$ cat src/rtl/i2c_master_control.sv
// rtl/i2c_master_control.sv - single-byte I2C master control FSM
//
// Purpose: sequences one I2C master transaction per accepted Go pulse
// (START, address+R/W, ACK, data byte, ACK/NACK, STOP) and drives the
// control inputs of the downstream I2C data unit. SCL timing comes from a
// fractional quarter-tick generator configured by BaudRate/ClockFrequency.
//
// Optional feature macro: CLOCK_STRETCH_EN (adds SCLin; a slave holding SCL
// low while the master releases it high stalls the quarter timing).
//
// Ports:
//   clock          system clock
//   Reset          synchronous, active-high reset
//   Go             start request, only honoured in IDLE
//   RW             0 = write, 1 = read
//   SlaveAddr      7-bit target address
//   WrData         byte to write
//   BaudRate       SCL frequency in Hz (0 disables Go)
//   ClockFrequency system clock frequency in Hz
//   SDAin          sampled SDA line for ACK detection
//   SCLin          sampled SCL line (CLOCK_STRETCH_EN only)
//   SCL            I2C clock
//   WriteLoad      1-cycle load pulse to the data unit
//   ReadorWrite    1 = data unit drives SDA, 0 = release/sample
//   ShiftorHold    1-cycle shift pulse to the data unit
//   Select         SDA source: 0 = StartStopAck, 1 = shift-register MSB
//   StartStopAck   SDA level when Select = 0
//   SentData       byte presented with WriteLoad
//   Busy           transaction in progress
//   Done           1-cycle completion pulse
//   AckError       NACK seen on address/write-data ACK, sticky until next Go
module i2c_master_control (
   input  logic        clock,
   input  logic        Reset,
   input  logic        Go,
   input  logic        RW,
   input  logic [6:0]  SlaveAddr,
   input  logic [7:0]  WrData,
   input  logic [19:0] BaudRate,
   input  logic [29:0] ClockFrequency,
   input  logic        SDAin,
`ifdef CLOCK_STRETCH_EN
   input  logic        SCLin,
`endif
   output logic        SCL,
   output logic        WriteLoad,
   output logic        ReadorWrite,
   output logic        ShiftorHold,
   output logic        Select,
   output logic        StartStopAck,
   output logic [7:0]  SentData,
   output logic        Busy,
   output logic        Done,
   output logic        AckError
);

   typedef enum logic [2:0] {
      IDLE, START, ADDR, ADDR_ACK, DATA, DATA_ACK, STOP, DONE
   } stateT;

   stateT       state, stateNext;
   logic [1:0]  quarter, quarterNext;
   logic [2:0]  bitcnt, bitcntNext;
   logic [30:0] acc, accNext;
   logic        ackSample, ackSampleNext;
   logic        rwLatch, rwNext;
   logic [7:0]  wrLatch, wrNext;

   logic        sclNext, rowNext, selNext, ssaNext;
   logic        writeLoadNext, shiftNext;
   logic [7:0]  sentNext;
   logic        busyNext, doneNext, ackErrNext;
   logic        advance;
   logic [3:0]  levels;

   // Quarter-tick generator: fractional accumulator, one tick per SCL/4.
   logic [30:0] step, cfWide, sum, accStep;
   logic        tickRaw, tick, stretchHold;

   always_comb begin
      step    = {9'd0, BaudRate, 2'b00};
      cfWide  = {1'b0, ClockFrequency};
      sum     = acc + step;
      tickRaw = 1'b0;
      accStep = sum;
      if (step >= cfWide) begin
         // Requested rate at or above clock/4: saturate to a tick per cycle.
         tickRaw = 1'b1;
         accStep = '0;
      end else if (sum >= cfWide) begin
         tickRaw = 1'b1;
         accStep = sum - cfWide;
      end
   end

`ifdef CLOCK_STRETCH_EN
   logic sclinQ;

   always_ff @(posedge clock) begin
      if (Reset) sclinQ <= 1'b1;
      else       sclinQ <= SCLin;
   end

   // Slave holding SCL low while we release it high freezes the timebase.
   assign stretchHold = SCL && quarter[1] && !sclinQ &&
                        (state == ADDR || state == ADDR_ACK ||
                         state == DATA || state == DATA_ACK);
`else
   assign stretchHold = 1'b0;
`endif

   assign tick = tickRaw && !stretchHold;

   // Line levels for a slot position: {SCL, ReadorWrite, Select, StartStopAck}.
   function automatic logic [3:0] slotLevels(input stateT st, input logic [1:0] q,
                                             input logic rw);
      logic [3:0] lv;
      lv = 4'b1101;
      case (st)
         START:    lv = {1'b1, 1'b1, 1'b0, ~q[1]};
         ADDR:     lv = {q[1], 1'b1, 1'b1, 1'b1};
         ADDR_ACK: lv = {q[1], 1'b0, 1'b0, 1'b1};
         DATA:     lv = {q[1], ~rw,  1'b1, 1'b1};
         DATA_ACK: lv = {q[1], rw,   1'b0, 1'b1};   // write: release; read: master NACK
         STOP:     lv = {q[1], 1'b1, 1'b0, (q == 2'd3)};
         default:  lv = 4'b1101;
      endcase
      return lv;
   endfunction

   always_comb begin
      stateNext     = state;
      quarterNext   = quarter;
      bitcntNext    = bitcnt;
      accNext       = stretchHold ? acc : accStep;
      ackSampleNext = ackSample;
      rwNext        = rwLatch;
      wrNext        = wrLatch;
      sclNext       = SCL;
      rowNext       = ReadorWrite;
      selNext       = Select;
      ssaNext       = StartStopAck;
      writeLoadNext = 1'b0;
      shiftNext     = 1'b0;
      sentNext      = SentData;
      busyNext      = Busy;
      doneNext      = 1'b0;
      ackErrNext    = AckError;
      advance       = 1'b0;
      levels        = 4'b1101;

      case (state)
         IDLE: begin
            if (Go && !Busy && BaudRate != 20'd0) begin
               stateNext   = START;
               quarterNext = 2'd0;
               bitcntNext  = 3'd7;
               accNext     = '0;
               rwNext      = RW;
               wrNext      = WrData;
               sentNext    = {SlaveAddr, RW};
               busyNext    = 1'b1;
               ackErrNext  = 1'b0;
               advance     = 1'b1;
            end
         end
         DONE: begin
            stateNext = IDLE;
         end
         default: begin
            if (tick) begin
               advance = 1'b1;
               if (quarter != 2'd3) begin
                  quarterNext = quarter + 2'd1;
               end else begin
                  quarterNext = 2'd0;
                  case (state)
                     START: begin
                        stateNext  = ADDR;
                        bitcntNext = 3'd7;
                     end
                     ADDR: begin
                        if (bitcnt == 3'd0) begin
                           stateNext  = ADDR_ACK;
                           bitcntNext = 3'd7;
                        end else begin
                           bitcntNext = bitcnt - 3'd1;
                        end
                     end
                     ADDR_ACK: begin
                        if (ackSample) begin
                           stateNext = STOP;
                        end else begin
                           stateNext = DATA;
                           if (!rwLatch) sentNext = wrLatch;
                        end
                     end
                     DATA: begin
                        if (bitcnt == 3'd0) begin
                           stateNext  = DATA_ACK;
                           bitcntNext = 3'd7;
                        end else begin
                           bitcntNext = bitcnt - 3'd1;
                        end
                     end
                     DATA_ACK: begin
                        stateNext = STOP;
                     end
                     STOP: begin
                        stateNext = DONE;
                        doneNext  = 1'b1;
                        busyNext  = 1'b0;
                     end
                     default: stateNext = IDLE;
                  endcase
               end

               // Tick entering q3: SCL is high and stable, so sample SDA here.
               if (quarter == 2'd2) begin
                  if (state == ADDR_ACK || (state == DATA_ACK && !rwLatch)) begin
                     ackSampleNext = SDAin;
                     if (SDAin) ackErrNext = 1'b1;
                  end
                  if (state == DATA && rwLatch) shiftNext = 1'b1;
               end
            end
         end
      endcase

      if (advance) begin
         levels  = slotLevels(stateNext, quarterNext, rwNext);
         sclNext = levels[3];
         rowNext = levels[2];
         selNext = levels[1];
         ssaNext = levels[0];
         // Transmitted bytes: load on the first bit, shift on the remaining seven.
         if (quarterNext == 2'd0 &&
             (stateNext == ADDR || (stateNext == DATA && !rwNext))) begin
            if (bitcntNext == 3'd7) writeLoadNext = 1'b1;
            else                    shiftNext     = 1'b1;
         end
      end
   end

   always_ff @(posedge clock) begin
      if (Reset) begin
         state        <= IDLE;
         quarter      <= 2'd0;
         bitcnt       <= 3'd7;
         acc          <= '0;
         ackSample    <= 1'b0;
         rwLatch      <= 1'b0;
         wrLatch      <= 8'd0;
         SCL          <= 1'b1;
         ReadorWrite  <= 1'b1;
         StartStopAck <= 1'b1;
         WriteLoad    <= 1'b0;
         ShiftorHold  <= 1'b0;
         Select       <= 1'b0;
         SentData     <= 8'd0;
         Busy         <= 1'b0;
         Done         <= 1'b0;
         AckError     <= 1'b0;
      end else begin
         state        <= stateNext;
         quarter      <= quarterNext;
         bitcnt       <= bitcntNext;
         acc          <= accNext;
         ackSample    <= ackSampleNext;
         rwLatch      <= rwNext;
         wrLatch      <= wrNext;
         SCL          <= sclNext;
         ReadorWrite  <= rowNext;
         StartStopAck <= ssaNext;
         WriteLoad    <= writeLoadNext;
         ShiftorHold  <= shiftNext;
         Select       <= selNext;
         SentData     <= sentNext;
         Busy         <= busyNext;
         Done         <= doneNext;
         AckError     <= ackErrNext;
      end
   end

endmodule
$ cat config.mk
export PLATFORM = sky130hd
export DESIGN_NAME = i2c_master_control
export DESIGN_NICKNAME = d
export VERILOG_FILES = /design/src/rtl/i2c_master_control.sv
export SDC_FILE = /design/constraint.sdc
export NUM_CORES = 1
export LEC_CHECK = 0
export CAP_MARGIN = 10
export CORE_UTILIZATION = 56
export DETAILED_ROUTE_END_ITERATION = 8
export HOLD_SLACK_MARGIN = 0.1
export PLACE_DENSITY = 0.81
export SLEW_MARGIN = 20
export SYNTH_ARGS = -nofsm -noshare
export SYNTH_HDL_FRONTEND = slang
export SYNTH_SLANG_ARGS = --single-unit
$ cat constraint.sdc
create_clock -name clock -period 7.6 [get_ports clock]
set_clock_uncertainty 0.05 [all_clocks]
set_input_delay 1.14 -clock clock [delete_from_list [all_inputs] [get_ports clock]]
set_output_delay 1.14 -clock clock [all_outputs]
set_load 0.05 [all_outputs]
==> summary.md <==
| Metric | Value |
|---|---|
| Status | `finished clean` |
| Power Density | `243 nW/µm²` |
| Fin Hold WS | `0.409 ns` |
| Initial antenna violation count | `0` |
| HPWL after detailed placement | `12.6 mm` |
| # rows | `37` |
| Worst-path fanout max | `13` |
| Drt drc | `0` |
| Worst-skew pair later-pin latency | `0.36 ns` |
| GR Overflow Total | `0` |
| Startpoint class of the critical path | `primary input` |
| Ys async rst share | `0%` |
| Hold Buf Count CTS | `0` |
| Initial DRC Count | `411` |
| Net count reported at finish | `1015` |
| Diodes inserted | `0` |
| All-Layer GR Usage | `30.0%` |
| Layout cells sized above 1 | `5.15%` |
| Chip height | `105 µm` |
| Max frequency | `143 MHz` |
| Worst-path clk slew | `0.08 ns` |
| Highest Signal Layer | `met4` |
| DRT Wirelength | `16.5 mm` |
| First-pass GRT wire length | `27.0 mm` |
| Met3 Wirelength | `1.06 mm` |
| Critical path arrival | `7.19 ns` |
| First-pass DRT Iterations | `5` |
| Slew Limit Headroom | `28.1%` |
| P_leak | `3.16 nW` |
| Most instantiated cells after synthesis | `nand2_1, a21oi_1, ha_1` |
| Slowest stage delay, CP | `0.54 ns` |
| Worst Tran Pin Value | `1.07 ns` |
| HP Class | `flip-flop to flip-flop` |
| Synth warn | `0` |
| Worst setup EP type | `flip-flop` |
| Required @ worst endpoint | `7.81 ns` |
| Pin count of the biggest net entering global routing | `33` |
| Filler cells | `859` |
| Unique cell type count in the Yosys netlist | `67` |
| Post-synthesis register bit count | `66` |
| Post-synthesis sequential area ratio | `22.2%` |
| Synth Instances | `787` |
| Clock root cell | `clkbuf_8` |
| Most frequent cell after synthesis | `nand2_1` |
| Post-cts resize count | `0` |
| DR WL/cell | `16.3 µm` |
| Starting density of the core | `57.7%` |
| Syn_area_per_cell | `7.56 µm²` |
| Final RePlAce weighted congestion | `0.912` |
| DR WL met2 | `7.89 mm` |
| Setup Crit Path Kind | `primary input to flip-flop` |
| Max stage delay cell, worst path | `clkdlybuf4s50_1` |
| Post-DP Area | `6920 µm²` |
| Largest cells by area after synthesis | `dfxtp_1, ha_1, a21oi_1, nand2_1, xnor2_1` |
| PortBufs | `86` |
| Die X | `105 µm` |
| CTS Buffer Depth | `2` |
| Number of routed nets with antenna violations | `0` |
| Postcts setup bufs | `0` |
| H-tree depth | `3` |
| M1 WL | `7.25 mm` |
| Via count | `6084` |
| Post-synth EDFFs | `0` |
| Final min period | `6.98 ns` |
| Clock Sinks | `66` |
| Die area | `11000 µm²` |
| Post-synth net total | `933` |
| Vias in the first global route | `5789` |
| Top delay family on crit path | `compound AO/OA/AOI/OAI gates` |
| Final Setup Violations | `0` |
| RSZ-0062 raised after global routing | `false` |
| Worst vdd ir | `0.000111 V` |
| Synthesized area | `5950 µm²` |
| TritonCTS clock tree | `built` |
| Fin area | `7120 µm²` |
| Io pins | `87` |
| Final max-slew violation count | `0` |
| CP dominant cell by count | `a21oi_1` |
| Period utilisation layout | `91.8%` |
| Total of max-cap violations | `0` |
| Setup TNS | `0 ns` |
| Worst Path Buf+Inv | `3` |
| Yosys top cell by area | `dfxtp_1` |
| Post-synth top area share | `22.2%` |
| Num CTS Buffers | `9` |
| Fin. Hold Viols | `0` |
| Vias per inst | `6.02` |
| Core Footprint | `10300 µm²` |
| Post-synth top flop | `dfxtp_1` |
| Area delta synth->final | `19.6%` |
## cells in the final DEF, fill, tap and decap left out, types with 8 or more instances in the layout
cell type,instances
nor4_1,9
dfxtp_1,66
nor2_1,53
nand2b_1,15
a21oi_1,91
clkbuf_8,10
inv_1,52
nor2b_1,9
xor2_1,18
nand3_1,22
o21bai_1,8
and3_1,11
a21o_1,21
nand4_1,10
xnor2_1,32
a211oi_1,13
buf_4,8
nand2_1,116
ha_1,74
o21ai_0,33
clkdlybuf4s50_1,86
a311oi_1,11
## cells by family after synthesis
logic type / synth area share, %
adder cells (fa/ha/maj): 16.2
AO/OA/AOI/OAI: 26.5
buffers and inverters: 5.09
flip-flops: 22.2
multiplexers: 0.694
XOR/XNOR: 7.36
AND/OR/NAND/NOR: 21.9
## worst min-delay path, cell delays in order, from the launching register on
cell	delay, ns
dfxtp_1	0.31
nand2_1	0.05
a21oi_1	0.05
## state kept, by name (all words and copies together), names as in the netlist
| register | count |
|---|---|
| Busy | 1 |
| ReadorWrite | 1 |
| state | 3 |
| rwLatch | 1 |
| Select | 1 |
| ackSample | 1 |
| ShiftorHold | 1 |
| quarter | 2 |
| AckError | 1 |
| SCL | 1 |
| acc | 31 |
| StartStopAck | 1 |
| bitcnt | 3 |
| SentData | 8 |
| Done | 1 |
| wrLatch | 8 |
| WriteLoad | 1 |
## final timing paths
path              depth (start not counted)                    start                       end  slack, ns
hold reg to reg                           2  wrLatch[0]$_SDFFE_PP0P_   wrLatch[0]$_SDFFE_PP0P_       0.41
setup / recovery                         26              BaudRate[0]  SentData[2]$_SDFFE_PP0P_       0.62
hold / removal                            2  wrLatch[0]$_SDFFE_PP0P_   wrLatch[0]$_SDFFE_PP0P_       0.41
setup reg to reg                         25        acc[2]$_SDFF_PP0_  SentData[2]$_SDFFE_PP0P_       1.68
## stage by stage
step | instances | util, % | setup slack, ns | total power [W]
3_5_place_dp | 991 | 67.0 | 0.109 | 0.00143
6_report | 1010 | 69.0 | 0.623 | 0.00173
4_1_cts | 1007 | 68.7 | 0.396 | 0.00171
5_1_grt | 1010 | 69.0 | 0.188 | 0.00186
2_1_floorplan | 787 | - | 1.87 | 0.00121
3_3_place_gp | 991 | 67.0 | 0.463 | 0.00139
## per-layer routing
layer / global-route usage, % / vias up
met4: 10.1 / 0
met1: 39.1 / 2836
met5: 0 / -
met3: 4.12 / 29
li1: - / 2996
met2: 50.8 / 223
## power breakdown
part	leakage [nW]	internal [W]	switching (W)
Sequential	0.540	0.000385	0.0000200
Combinational	2.53	0.000451	0.000597
Clock	0.0882	0.000127	0.000152
Total	3.16	0.000963	0.000769
## cell type report
class,instances,area (µm²),area share [%]
tap,136,170,2.39
sequential,66,1320,18.6
clock buffer,10,138,1.93
multi-input combinational,645,4330,60.8
timing repair buffer,94,921,12.9
inverter,53,199,2.79
clock inverter,6,42.5,0.598
No activity file was read; power rests on OpenSTA's default activity.
